==> src/rtl/lsu_mem_ctrl.sv <==
// Load/store controller between the execute stage and the 4-bank data SRAM.
// Issues one request at a time. Byte stores at offsets 1/2 are done as read-modify-write.
module lsu_mem_ctrl #(
  parameter int DATA_WIDTH    = 32,
  parameter int ADDR_WIDTH    = 32,
  parameter int MEM_ADDR_BITS = 14
) (
  input  logic                  clk,
  input  logic                  reset_n,
  input  logic                  lsu_req_valid,
  output logic                  lsu_req_ready,
  input  logic                  lsu_req_we,
  input  logic [2:0]            lsu_req_funct3,
  input  logic [ADDR_WIDTH-1:0] lsu_req_addr,
  input  logic [DATA_WIDTH-1:0] lsu_req_wdata,
  output logic                  lsu_rsp_valid,
  output logic [DATA_WIDTH-1:0] lsu_rsp_rdata,
  output logic                  lsu_rsp_err,
  output logic                  mem_en,
  output logic                  mem_we,
  output logic                  mem_re,
  output logic                  data_out_en,
  output logic [2:0]            mem_byte_sel,
  output logic [ADDR_WIDTH-1:0] mem_addr,
  output logic [DATA_WIDTH-1:0] mem_write,
  input  logic [DATA_WIDTH-1:0] data_out
);

  typedef enum logic [2:0] {IDLE, ISSUE, CAPTURE, MERGE_WR, RESP} state_t;

  state_t                state_reg, state_next;
  logic                  we_reg;
  logic [2:0]            funct3_reg;
  logic [ADDR_WIDTH-1:0] addr_reg;
  logic [DATA_WIDTH-1:0] wdata_reg;
  logic                  err_reg;
  logic [DATA_WIDTH-1:0] rdata_reg;
  logic [DATA_WIDTH-1:0] merge_reg;

  logic                  accept;
  logic                  req_err;
  logic                  rmw;
  logic [1:0]            offset;
  logic [7:0]            load_byte;
  logic [15:0]           load_half;
  logic [DATA_WIDTH-1:0] load_ext;
  logic [DATA_WIDTH-1:0] merge_next;

  assign accept = lsu_req_valid && lsu_req_ready;
  assign offset = addr_reg[1:0];
  assign rmw    = we_reg && (funct3_reg == 3'b000) && (offset == 2'b01 || offset == 2'b10);

  // Request legality is judged on the raw inputs and only its registered copy is used later
  always_comb begin
    req_err = 1'b0;
    if (lsu_req_we) begin
      case (lsu_req_funct3)
        3'b000:  req_err = 1'b0;
        3'b001:  req_err = lsu_req_addr[0];
        3'b010:  req_err = |lsu_req_addr[1:0];
        default: req_err = 1'b1;
      endcase
    end else begin
      case (lsu_req_funct3)
        3'b000, 3'b100: req_err = 1'b0;
        3'b001, 3'b101: req_err = lsu_req_addr[0];
        3'b010:         req_err = |lsu_req_addr[1:0];
        default:        req_err = 1'b1;
      endcase
    end
    if (|lsu_req_addr[ADDR_WIDTH-1:MEM_ADDR_BITS]) req_err = 1'b1;
  end

  assign load_byte = data_out[8*offset +: 8];
  assign load_half = data_out[16*offset[1] +: 16];

  always_comb begin
    case (funct3_reg)
      3'b000:  load_ext = {{(DATA_WIDTH-8){load_byte[7]}}, load_byte};
      3'b001:  load_ext = {{(DATA_WIDTH-16){load_half[15]}}, load_half};
      3'b100:  load_ext = {{(DATA_WIDTH-8){1'b0}}, load_byte};
      3'b101:  load_ext = {{(DATA_WIDTH-16){1'b0}}, load_half};
      default: load_ext = data_out;
    endcase
  end

  genvar gi;
  generate
    for (gi = 0; gi < DATA_WIDTH/8; gi++) begin : g_merge
      assign merge_next[8*gi +: 8] = (offset == gi) ? wdata_reg[7:0] : data_out[8*gi +: 8];
    end
  endgenerate

  always_ff @(posedge clk or negedge reset_n) begin
    if (!reset_n) begin
      state_reg  <= IDLE;
      we_reg     <= 1'b0;
      funct3_reg <= 3'b000;
      addr_reg   <= '0;
      wdata_reg  <= '0;
      err_reg    <= 1'b0;
      rdata_reg  <= '0;
      merge_reg  <= '0;
    end else begin
      state_reg <= state_next;
      if (accept) begin
        we_reg     <= lsu_req_we;
        funct3_reg <= lsu_req_funct3;
        addr_reg   <= lsu_req_addr;
        wdata_reg  <= lsu_req_wdata;
        err_reg    <= req_err;
        rdata_reg  <= '0;
      end
      if (state_reg == CAPTURE) begin
        if (rmw) merge_reg <= merge_next;
        else     rdata_reg <= load_ext;
      end
    end
  end

  always_comb begin
    state_next    = state_reg;
    lsu_req_ready = 1'b0;
    lsu_rsp_valid = 1'b0;
    lsu_rsp_rdata = '0;
    lsu_rsp_err   = 1'b0;
    mem_en        = 1'b0;
    mem_we        = 1'b0;
    mem_re        = 1'b0;
    data_out_en   = 1'b0;
    mem_byte_sel  = 3'b010;
    mem_addr      = '0;
    mem_write     = '0;
    case (state_reg)
      IDLE: begin
        lsu_req_ready = 1'b1;
        if (lsu_req_valid) state_next = req_err ? RESP : ISSUE;
      end
      ISSUE: begin
        mem_en   = 1'b1;
        mem_addr = {addr_reg[ADDR_WIDTH-1:2], 2'b00};
        if (we_reg && !rmw) begin
          mem_we = 1'b1;
          case (funct3_reg)
            3'b000: begin
              if (offset == 2'b00) begin
                mem_byte_sel = 3'b000;
                mem_write    = {{(DATA_WIDTH-8){1'b0}}, wdata_reg[7:0]};
              end else begin
                mem_byte_sel = 3'b100;
                mem_write    = {wdata_reg[7:0], {(DATA_WIDTH-8){1'b0}}};
              end
            end
            3'b001: begin
              if (offset[1]) begin
                mem_byte_sel = 3'b101;
                mem_write    = {wdata_reg[15:0], {(DATA_WIDTH-16){1'b0}}};
              end else begin
                mem_byte_sel = 3'b001;
                mem_write    = {{(DATA_WIDTH-16){1'b0}}, wdata_reg[15:0]};
              end
            end
            default: mem_write = wdata_reg;
          endcase
          state_next = RESP;
        end else begin
          mem_re      = 1'b1;
          data_out_en = 1'b1;
          state_next  = CAPTURE;
        end
      end
      CAPTURE: state_next = rmw ? MERGE_WR : RESP;
      MERGE_WR: begin
        mem_en     = 1'b1;
        mem_we     = 1'b1;
        mem_addr   = {addr_reg[ADDR_WIDTH-1:2], 2'b00};
        mem_write  = merge_reg;
        state_next = RESP;
      end
      RESP: begin
        lsu_rsp_valid = 1'b1;
        lsu_rsp_rdata = rdata_reg;
        lsu_rsp_err   = err_reg;
        state_next    = IDLE;
      end
      default: state_next = IDLE;
    endcase
  end

endmodule
==> config.mk <==
export PLATFORM = sky130hd
export DESIGN_NAME = lsu_mem_ctrl
export DESIGN_NICKNAME = d
export VERILOG_FILES = /design/src/rtl/lsu_mem_ctrl.sv
export SDC_FILE = /design/constraint.sdc
export NUM_CORES = 1
export LEC_CHECK = 0
export BUFFER_PORTS_ARGS = -buffer_cell sky130_fd_sc_hd__buf_2
export CAP_MARGIN = 20
export CELL_PAD_IN_SITES_DETAIL_PLACEMENT = 0
export CELL_PAD_IN_SITES_GLOBAL_PLACEMENT = 2
export CORE_ASPECT_RATIO = 1.25
export CORE_MARGIN = 8
export CORE_UTILIZATION = 31
export CTS_CLUSTER_DIAMETER = 80
export DETAILED_ROUTE_END_ITERATION = 10
export HOLD_SLACK_MARGIN = 0.15
export PLACE_DENSITY_LB_ADDON = 0.1
export SETUP_SLACK_MARGIN = 0.2
export SLEW_MARGIN = 20
export SYNTH_ARGS = -nofsm -noshare
export SYNTH_HDL_FRONTEND = slang
export SYNTH_SLANG_ARGS = --single-unit
export TNS_END_PERCENT = 5
==> constraint.sdc <==
create_clock -name clk -period 2.99 [get_ports clk]
set_clock_uncertainty 0.15 [all_clocks]
set_input_delay 0.1495 -clock clk [delete_from_list [all_inputs] [get_ports clk]]
set_output_delay 0.1495 -clock clk [all_outputs]
set_load 0.01 [all_outputs]
==> impl_metrics.xml <==
<?xml version="1.0" encoding="UTF-8"?>
<metrics>
  <group name="die">
    <metric name="top_level_ports" unit="">209</metric>
    <metric name="initial_core_util" unit="%">31.59</metric>
    <metric name="floorplan.die_area" unit="um^2">29440</metric>
    <metric name="core.rowCount" unit="">63</metric>
    <metric name="width_of_the_die" unit="um">155.1</metric>
    <metric name="chipHeight" unit="um">189.9</metric>
    <metric name="core" unit="um^2">23730</metric>
  </group>
  <group name="min_path">
    <metric name="hold_class" unit="">in -&gt; async</metric>
  </group>
  <group name="synth">
    <metric name="synth-seq-cells" unit="">136</metric>
    <metric name="syn_inst" unit="">809</metric>
    <metric name="portion_of_the_post_synthesis_area_used_by_sequential_elements" unit="%">45.40</metric>
    <metric name="syn-cell-area" unit="um^2">7496</metric>
    <metric name="yosysUniqueCellTypes" unit="">52</metric>
    <metric name="number_of_warning_messages_in_the_yosys_log" unit="">0</metric>
    <metric name="average_cell_area_after_synthesis" unit="um^2">9.266</metric>
  </group>
  <group name="sta">
    <metric name="max_slew.worst_pin.slew" unit="ns">0.8313</metric>
    <metric name="top_achievable_clock_speed" unit="GHz">0.3694</metric>
    <metric name="timing.final.crit_period" unit="ns">2.707</metric>
    <metric name="final.period_utilization" unit="%">90.54</metric>
    <metric name="final_hold_viol_count" unit="">0</metric>
    <metric name="finalMaxSlewViolations" unit="">0</metric>
    <metric name="post_route_setup_tns" unit="ns">0</metric>
    <metric name="slew-limit-headroom" unit="%">44.58</metric>
    <metric name="rsz0062_at_grt" unit="">yes</metric>
    <metric name="finalSetupViolations" unit="">0</metric>
  </group>
  <group name="run_status">
    <metric name="run_status" unit="">finished clean</metric>
  </group>
  <group name="cells_and_area">
    <metric name="register_area" unit="um^2">3406</metric>
    <metric name="final_common_cell" unit="">sky130_fd_sc_hd__nand2_1</metric>
    <metric name="final_nets" unit="">1199</metric>
    <metric name="antenna-diode-count" unit="">0</metric>
    <metric name="syn_to_final_growth" unit="%">39.19</metric>
    <metric name="final_layout_fill_cell_count" unit="">2363</metric>
    <metric name="post-route-util" unit="%">43.98</metric>
    <metric name="multi_input_comb_area" unit="um^2">3755</metric>
    <metric name="drive_gt1_share" unit="%">30.41</metric>
    <metric name="final_cell_mix" unit="">sky130_fd_sc_hd__nand2_1, sky130_fd_sc_hd__buf_2, sky130_fd_sc_hd__dfrtp_1</metric>
  </group>
  <group name="global_route">
    <metric name="total_grt_overflow" unit="">0</metric>
    <metric name="grt_first_pass_wirelength" unit="um">44350</metric>
    <metric name="grt_use_total" unit="%">19.46</metric>
    <metric name="grt_pass1_vias" unit="">7340</metric>
    <metric name="grt_start_max_net_pins" unit="">65</metric>
    <metric name="antenna_found_initial" unit="">0</metric>
  </group>
  <group name="placement">
    <metric name="port-buffer-count" unit="">206</metric>
    <metric name="hpwl" unit="um">20270</metric>
    <metric name="gp_congestion" unit="">0.8212</metric>
  </group>
  <group name="route">
    <metric name="wire_per_inst" unit="um">19.75</metric>
    <metric name="initialDrtViolationCount" unit="">438</metric>
    <metric name="dr_total_vias" unit="">6797</metric>
    <metric name="remaining_drc_errors" unit="">0</metric>
    <metric name="detail_route.first_pass.iterations" unit="">5</metric>
    <metric name="routed_wl" unit="um">28250</metric>
    <metric name="detail-route-antenna-nets" unit="">0</metric>
    <metric name="avgViaCountPerCell" unit="">4.753</metric>
  </group>
  <group name="worst_setup_path">
    <metric name="critPathLaunchType" unit="">flip-flop</metric>
    <metric name="timing_worst_setup_path_type" unit="">reg -&gt; out</metric>
    <metric name="path_max_fanout" unit="">17</metric>
    <metric name="required_time_of_the_critical_path" unit="ns">2.69</metric>
    <metric name="cp_data_arrival_time" unit="ns">2.41</metric>
    <metric name="end_kind" unit="">output pin</metric>
  </group>
  <group name="clocking">
    <metric name="max-clock-path-buffers" unit="">2</metric>
    <metric name="ctsHtreeMaxLevel" unit="">4</metric>
    <metric name="numClockSinks" unit="">136</metric>
    <metric name="worst_setup_hold_path_clk_slew" unit="ns">0.07</metric>
    <metric name="root_buffer" unit="">sky130_fd_sc_hd__clkbuf_16</metric>
    <metric name="clock_insertion_delay_worst_skew" unit="ns">0.42</metric>
    <metric name="cts_made_buffers" unit="">17</metric>
    <metric name="cts_tree" unit="">yes</metric>
  </group>
  <group name="pwr">
    <metric name="p_per_area" unit="nW/um^2">486.0</metric>
    <metric name="static_leakage" unit="uW">0.005166</metric>
    <metric name="power.ir.vdd_worst" unit="V">0.0004173</metric>
  </group>
  <group name="run">
    <metric name="maxCapViolations" unit="">0</metric>
  </group>
</metrics>
[critical path: stages (launching register included)]
cell and delay [ns]:
sky130_fd_sc_hd__dfrtp_2 0.41, sky130_fd_sc_hd__inv_1 0.10, sky130_fd_sc_hd__ha_1 0.32, sky130_fd_sc_hd__or4b_4 0.49
sky130_fd_sc_hd__nand4_1 0.17, sky130_fd_sc_hd__buf_6 0.19, sky130_fd_sc_hd__o21ai_0 0.14, sky130_fd_sc_hd__buf_2 0.17
[cells in the mapped netlist (all sizes together)]
cell type,instances,area share (%)
nand2,212,11
dfrtp,136,45
and2,74,6.2
o21ai,71,4.9
a21oi,52,4.2
buf,41,2.9
mux2i,41,5.5
clkbuf,28,1.8
mux2,28,4.2
a22o,16,1.9
nor2,11,0.55
nor3b,11,1.3
a221oi,8,1.6
a22oi,8,0.80
a221o,7,0.93
a2bb2oi,7,0.82
a31oi,7,0.58
and2b,7,0.77
ha,4,0.67
nand2b,4,0.33
nor4,4,0.33
or2,4,0.33
inv,3,0.15
nand3,3,0.20
nand4,3,0.25
a211oi,2,0.37
mux4,2,0.60
nor2b,2,0.17
a21bo,1,0.13
a21boi,1,0.25
clkinv,1,0.050
conb,1,0.050
dlygate4sd1,1,0.12
nor3,1,0.067
nor4b,1,0.32
nor4bb,1,0.13
o2111ai,1,0.12
o221a,1,0.15
o31ai,1,0.10
or3,1,0.084
or4b,1,0.18
[routing by layer]
layer	vias to the layer above	track usage, %	part of all wire [%]
li1	3323	-	-
met1	3238	25.96	45
met2	209	30.73	46
met3	27	4.381	6.2
met4	0	6.231	2.1
met5	-	0	0
[power by group]
part           switching (uW)  internal (uW)  total [uW]
sequential                134           1970        2100
clock                     932           1120        2050
combinational             496            425         921
total                    1560           3510        5070
[area by class of cell]
| class | count | share of cell area, % |
|---|---|---|
| clock inverters | 14 | 1.199 |
| clock buffers | 18 | 4.209 |
| well taps | 325 | 3.897 |
| flip-flops and latches | 136 | 32.64 |
| multi-input cells | 600 | 35.99 |
| repair buffers | 333 | 21.92 |
| inverters | 4 | 0.1439 |
[through the flow]
step / cells / total power (uW) / area (um^2) / hold WS, ns / setup WS [ns]
after floorplan: 810 / 2598 / 7500 / -0.2961 / 0.5214
after global placement: 1295 / 2956 / 8820 / 0.03649 / 0.4893
after detailed placement: 1295 / 2954 / 8820 / 0.03543 / 0.4761
after CTS: 1429 / 5134 / 10410 / 0.1523 / 0.05450
after global routing: 1430 / 5306 / 10430 / 0.1811 / 0.1764
final: 1430 / 5071 / 10430 / 0.1310 / 0.2829
[kinds of logic (layout without fill, tap and decap cells)]
kind of cell / count (synthesis) / in the layout / share of synthesized area, %
compound gates: 183 / 183 / 16.79
simple gates: 340 / 340 / 21.77
fa+ha+maj: 4 / 4 / 0.6677
buf+inv: 74 / 369 / 5.041
other cells: 1 / 2 / 0.05003
mux: 71 / 71 / 10.28
flops: 136 / 136 / 45.40
[worst paths after layout]
kind,startpoint,to,slack (ns),depth (start not counted)
worst min-delay path,reset_n,rdata_reg[15],0.13,2
worst max register to register,funct3_reg[0],rdata_reg[16],0.65,6
min in group clk,lsu_req_valid,addr_reg[1],0.16,3
worst max-delay path,addr_reg[0],mem_write[16],0.28,7
max in group asynchronous,reset_n,wdata_reg[13],1.83,3
worst min register to register,wdata_reg[30],wdata_reg[30],0.32,2
[what timing repair did]
item | CTS | global route
gates resized for setup | 1 | 6
endpoints found under the setup margin | 33 | 34
pin swaps | 0 | 1
hold buffers | 102 | 0
cloned | 0 | 0
setup buffers | 0 | 1
hold endpoints to repair | 271 | 0
Power figures use the tool's default switching activity.
